==> src/rtl/dsp_psk_modulator.sv <==
// BPSK transmitter: serializes bytes MSB first behind an alternating preamble and
// XORs each symbol onto a square-wave carrier taken from a free-running phase accumulator.
module dsp_psk_modulator #(
  parameter int PHASE_W       = 13,
  parameter int SYM_LEN       = 256,
  parameter int PREAMBLE_SYMS = 16
) (
  input  logic               clk,
  input  logic               rst_in,
  input  logic [PHASE_W-1:0] fcw,
  input  logic [7:0]         data,
  input  logic               valid,
  output logic               ready,
  output logic               sig,
  output logic               busy,
  output logic               sym_stb
);

  localparam int CNT_W = $clog2(SYM_LEN);
  localparam int PRE_W = (PREAMBLE_SYMS > 1) ? $clog2(PREAMBLE_SYMS) : 1;
  localparam logic [CNT_W-1:0] SYM_LAST = CNT_W'(SYM_LEN - 1);
  localparam logic [PRE_W-1:0] PRE_LAST = PRE_W'(PREAMBLE_SYMS - 1);

  localparam logic [1:0] S_IDLE = 2'd0;
  localparam logic [1:0] S_PRE  = 2'd1;
  localparam logic [1:0] S_DATA = 2'd2;

  logic [PHASE_W-1:0] acc;
  logic [1:0]         state;
  logic [CNT_W-1:0]   sym_cnt;
  logic [2:0]         bit_idx;
  logic [PRE_W-1:0]   pre_cnt;
  logic [7:0]         shreg;
  logic               cur_bit;
  logic               sym_end;
  logic               accept;

  assign sym_end = (sym_cnt == SYM_LAST);

  // Ready is also open on the final clock of bit 0 so back-to-back bytes leave no gap.
  always_comb begin
    ready = 1'b0;
    if (rst_in) begin
      ready = (state == S_IDLE) ||
              ((state == S_DATA) && (bit_idx == 3'd0) && sym_end);
    end
  end

  assign accept = valid && ready;

  // Carrier and registered outputs; busy/sym_stb are delayed one clock to line up with sig.
  always_ff @(posedge clk or negedge rst_in) begin
    if (!rst_in) begin
      acc     <= '0;
      sig     <= 1'b0;
      busy    <= 1'b0;
      sym_stb <= 1'b0;
    end else begin
      acc     <= acc + fcw;
      sig     <= acc[PHASE_W-1] ^ cur_bit;
      busy    <= (state != S_IDLE);
      sym_stb <= (state != S_IDLE) && sym_end;
    end
  end

  always_ff @(posedge clk or negedge rst_in) begin
    if (!rst_in) begin
      state   <= S_IDLE;
      sym_cnt <= '0;
      bit_idx <= 3'd7;
      pre_cnt <= '0;
      shreg   <= '0;
      cur_bit <= 1'b0;
    end else begin
      case (state)
        S_IDLE: begin
          if (accept) begin
            shreg   <= data;
            sym_cnt <= '0;
            pre_cnt <= '0;
            cur_bit <= 1'b1;
            state   <= S_PRE;
          end
        end
        S_PRE: begin
          sym_cnt <= sym_end ? '0 : sym_cnt + CNT_W'(1);
          if (sym_end) begin
            if (pre_cnt == PRE_LAST) begin
              cur_bit <= shreg[7];
              bit_idx <= 3'd7;
              state   <= S_DATA;
            end else begin
              cur_bit <= ~cur_bit;
              pre_cnt <= pre_cnt + PRE_W'(1);
            end
          end
        end
        S_DATA: begin
          sym_cnt <= sym_end ? '0 : sym_cnt + CNT_W'(1);
          if (sym_end) begin
            if (bit_idx != 3'd0) begin
              bit_idx <= bit_idx - 3'd1;
              cur_bit <= shreg[bit_idx - 3'd1];
            end else if (valid) begin
              shreg   <= data;
              cur_bit <= data[7];
              bit_idx <= 3'd7;
            end else begin
              cur_bit <= 1'b0;
              state   <= S_IDLE;
            end
          end
        end
        default: state <= S_IDLE;
      endcase
    end
  end

endmodule

==> config.mk <==
export PLATFORM = sky130hd
export DESIGN_NAME = dsp_psk_modulator
export DESIGN_NICKNAME = d
export VERILOG_FILES = /design/src/rtl/dsp_psk_modulator.sv
export SDC_FILE = /design/constraint.sdc
export NUM_CORES = 1
export LEC_CHECK = 0
export BUFFER_PORTS_ARGS = -buffer_cell sky130_fd_sc_hd__buf_2
export CORE_ASPECT_RATIO = 2
export CORE_UTILIZATION = 59
export DETAILED_ROUTE_END_ITERATION = 10
export GPL_TIMING_DRIVEN = 0
export PLACE_DENSITY = 0.8
export SLEW_MARGIN = 20
export SYNTH_ARGS = -nofsm -noshare
export SYNTH_HDL_FRONTEND = slang
export SYNTH_SLANG_ARGS = --single-unit
==> constraint.sdc <==
create_clock -name clk -period 2.27 [get_ports clk]
set_input_delay 0.5675 -clock clk [delete_from_list [all_inputs] [get_ports clk]]
set_output_delay 0.5675 -clock clk [all_outputs]
set_load 0.02 [all_outputs]
### Word level (Yosys, flattened, before mapping)

Cells that the tools add are included.

* equal/unequal tests: 13
* order comparisons: 1
* reduce and logical (&&, ||, !) cells: 21
* bitwise logic cells: 2
* add/sub/neg operators: 4
* mux-type cells: 35

Operator list (number)
* $mux W8: 6
* $pmux W8 S2: 2
* $ne A2 B2 Y1 const B: 8
* $mux W3: 5
* $add A13 B13 Y13: 1
* $mux W2: 6
* $mux W4: 3
* $reduce_and A5 Y1: 2
* $reduce_bool A2 Y1: 5
* $add A8 B1 Y8 const B: 1
* $eq A8 B8 Y1 const B: 1
* $mux W1: 8
* $pmux W4 S2: 1
* $reduce_and A4 Y1: 2
* $pmux W2 S3: 1
* $pmux W3 S2: 1
* $reduce_and A6 Y1: 1
* $reduce_bool A3 Y1: 2
* $add A4 B1 Y4 const B: 1
* $eq A4 B4 Y1 const B: 1
* $logic_and A1 B1 Y1: 4
* $lt A3 B4 Y1 const B: 1
* $bmux W1 S3: 1
* $logic_not A3 Y1: 1
* 11 further kinds: 11

* bits of input ports: 24
* word-level logic and storage cells: 86
* bits in registers: 42

### Depth between registers and ports, before layout

* depth in word-level cells: 8
* mapped depth: 8
* mapped depth without buffers: 6

### Worst setup path before layout

OpenSTA, ideal clock, no wires.

* kind: input port to flip-flop
* start: input fcw[0]
* end: register acc[12]
* stages on the path: 6
* arrival: 1.989 ns
* buffers on the path: 0
* required time: 2.190 ns
* library setup time: 0.080 ns
* setup slack: 0.201 ns
* cell sequence: ha_1 > fa_1 > a211oi_1 > o211ai_1 > a221oi_1 > xnor2_1

* cells in the longest elaborated chain, start to end: 1

RTL lines
* start, declared: line 10 `input logic [PHASE_W-1:0] fcw,`
* $add A13 B13 Y13: line 59 `acc <= acc + fcw;`
* end signal, assigned: line 59
* end, declared: line 28 `logic [PHASE_W-1:0] acc;`

No other way between the ends.
A chain may end at the register's enable or synchronous reset.

### Final worst setup path

* start: register bit_idx[0]
* end: output ready

* cells in the longest elaborated chain, start to end: 5

RTL lines
* start, declared: line 31 `logic [2:0] bit_idx;`
* start signal, assigned: line 102 `bit_idx <= bit_idx - 3'd1;`
* $logic_not A3 Y1: line 45 `((state == S_DATA) && (bit_idx == 3'd0) && sym_end);`
* $logic_and A1 B1 Y1 (2 in series): line 45
* $logic_or A1 B1 Y1: line 44 `ready = (state == S_IDLE) ||`
* $mux W1: line 43 `if (rst_in) begin`
* end, declared: line 13 `output logic ready,`

No other way between the ends.

==> impl_results.md <==
- Post-Place Cells: 318
- Top_reg_cell synth: dfrtp_1
- Critical Path Sink: ready
- Hold buffer count at CTS: 0
- Worst flop-to-flop path endpoint: state[0]
- Initial antenna violation count: 0
- Max_slew headroom: 0.598
- Slew @ Worst Pin: 0.604 ns
- Core Area: 4170 um^2
- Delay-heaviest family, CP: flip-flops
- Grt ovf: 0
- Synth Register Bits: 42
- Final Setup Violations: 0
- Die width: between 40 and 50 um
- FFs w/ async S/R, synth: 1.00
- Endpoint class of the critical path: primary output
- Synthesized area per cell: approximately 11 um^2
- Area fraction of the dominant cell type after synthesis: 0.373
- Setup Skew: just under 0.008 ns
- Crit path max-delay cell type: dfstp_2
- Nets: about 320
- Slew Viols, Final: 0
- Depth of the CTS H-tree: 2
- Fin crit share: 0.975
- Sequential area share after synthesis: 0.404
- Fillcell total: 307
- Hold Fails Final Rpt: 0
- Leak: about 1.4 nW
- Worst-Skew Late Latency: around 0.30 ns
- Routability cong.: 0.830
- Die H: roughly 96 um
- Share of cells above drive strength 1: 0.264
- Post-synthesis mux area share: 0.0991
- RSZ-0062 raised after global routing: yes
- Crit-path cells: inv_1 -> ha_1 -> nand3b_1 -> nor2_1 -> o21a_1 -> buf_2
- Number of global-route vias before repair: 2133
- DR WL met3: 95 um
- GRT Util Overall: 0.262
- Number of synthesized flops with an enable pin: 0
- FF-to-FF setup slack: 0.11 ns
- Complex-gate fraction of the synthesized area: 0.185
- YS warnings: 0
- Peak supply drop: about 0.00074 V
- Clk pin slew, worst setup/hold paths: 0.08 ns
- CP arrival: approximately 1.7 ns
- CTS tree: built
- Post-synth top area cell: dfrtp_1
- Hold WC Path Type: primary input to async pin
- FMAX: 452 MHz
- Combinational family with the most area after synthesis: compound AO/OA/AOI/OAI gates
- Final critical-path required period: around 2.2 ns
- Critical path depth in cells: 6
- Diode count: 0
- Critical Path Start: bit_idx[0]
- Post-DP HPWL: 3990 um
- Inserted Clock Buffers: 5
- Synth cell types: 56
- CP required: 1.70 ns
- Initial core utilization: 0.627
- FF-to-FF path depth: 7
- Post-Synthesis Cells: 240
- Crit Path Category: flip-flop to primary output
- Run status: finished, final reports clean
- Area Growth Syn to Fin: 14.3%
- Max cap viols: 0
- Met1 wire length: between 2000 and 2500 um
- First-pass GRT wire length: a little over 9000 um
- Top routing layer used: met4
- Root buffer cell: clkbuf_8
- Post-Synth XOR/XNOR Area: 0.0469
- Adder-Cell Fraction of Synth Area: 0.108
- # clock sinks: 42
- Vias: roughly 2000
- Port Buffer Count: 26
- Buf/Inv on CP: 2
- CP peak stage delay: 0.54 ns
- Post-Syn Area: 2610 um^2
- Routed wire per std cell: 17.0 um
- DRT iter0 DRCs: 43
- Drt pass-1 iters: 4
- Maximum number of pins on one net before global-route repair: a little under 50
- DRT antenna net count: 0
- Wire length on met2: 3280 um
- R2r startpoint: state[0]
- Worst Path Max Fanout: 4
- Most common cell in the synthesized netlist: dfrtp_1
- Post-route insts no fill: 329
- Rows: 33
- DR vias/cell: 6.12
- Final Power: 2.39 mW
- Detailed Route WL: 5590 um
- Most frequent cells after synthesis: dfrtp_1, ha_1, o21ai_0
- Hold WS: approximately 0.27 ns
- Largest cells by area after synthesis: dfrtp_1, ha_1, mux2_4
- Simple-Gate Fraction of Synth Area: 0.124
- Residual DRC: 0
- CP startpoint kind: flip-flop
- Max clock buf depth: 2
- Syn_nets: about 290
- Cell Pwr Density: 800 nW/um^2
- Die Area: 4720 um^2
- IO Pins: 28
==> worst reg2reg max path: cells and delay by family (launching register included) <==
kind	cells	cell delay [ns]
compound gates	3	0.66
simple gates	1	0.54
fa+ha+maj	1	0.21
flops	1	0.41
buf+inv	2	0.25
==> placed cells by master (no fill, tap or decap), types with 7 or more instances in the layout <==
| master | synthesis | final |
|---|---|---|
| xnor2_1 | 9 | 9 |
| clkbuf_8 | 0 | 8 |
| a21oi_1 | 14 | 14 |
| o21ai_0 | 16 | 16 |
| ha_1 | 21 | 20 |
| nand2_1 | 15 | 15 |
| dfrtp_1 | 39 | 38 |
| buf_4 | 3 | 7 |
| mux2_4 | 8 | 8 |
| inv_1 | 10 | 9 |
| buf_2 | 0 | 25 |
==> metal layers <==
layer  vias up  global-route usage
met4         0               0.174
met1       993               0.229
li1        970                   -
met5         -                   0
met3        17              0.0332
met2        34               0.532
==> registers in the layout (all words and copies together) (netlist names) <==
| register | count |
|---|---|
| acc | 13 |
| bit_idx | 3 |
| busy | 1 |
| cur_bit | 1 |
| pre_cnt | 4 |
| shreg | 8 |
| sig | 1 |
| state | 2 |
| sym_cnt | 8 |
| sym_stb | 1 |
==> layout make-up <==
class | count | area (um^2) | share of cell area
Inverter | 10 | 37.5 | 0.0126
Multi-Input combinational cell | 182 | 1510 | 0.507
Clock buffer | 8 | 110 | 0.0369
Tap cell | 52 | 65.1 | 0.0218
Buffer | 6 | 48.8 | 0.0163
Timing Repair Buffer | 29 | 155 | 0.0519
Sequential cell | 42 | 1060 | 0.354
==> power breakdown <==
group	internal (mW)	total, mW	switching, mW
Clock	0.307	0.564	0.256
Sequential	0.898	0.954	0.0560
Combinational	0.406	0.873	0.466
==> worst min-delay path by stage <==
stage               to  slack [ns]  cells after the start
2_1_floorplan   acc[0]        0.27                      0
3_3_place_gp    acc[0]        0.45                      1
3_5_place_dp       sig        0.47                      1
4_1_cts           busy        0.29                      1
5_1_grt        sym_stb        0.31                      1
6_report       sym_stb        0.27                      1
==> kinds of logic (layout without fill, tap and decap cells) <==
family,Yosys count,count (layout)
and+or+nand+nor,57,57
DFF,42,42
xor gates and xnor gates,14,14
adders and majority gates,22,22
AOI/OAI and AO/OA,70,70
muxes,19,19
buffers and inverters,16,53
==> repair_timing <==
item	4_1_cts	5_1_grt
endpoints found under the setup margin	14	10
resized for setup	7	4
setup buffers	2	1
==> per-stage QoR <==
step | TNS (ns) | setup slack, ns | area (um^2) | util
after global placement | -8.55 | -0.687 | 2810 | 0.674
after detailed placement | -9.33 | -0.717 | 2810 | 0.674
after floorplan | 0 | 0.201 | 2610 | -
final | 0 | 0.0571 | 2990 | 0.716
after global routing | -0.000991 | -0.000991 | 2990 | 0.716
after CTS | 0 | 0.0197 | 2970 | 0.711
Power figures use the tool's default switching activity.
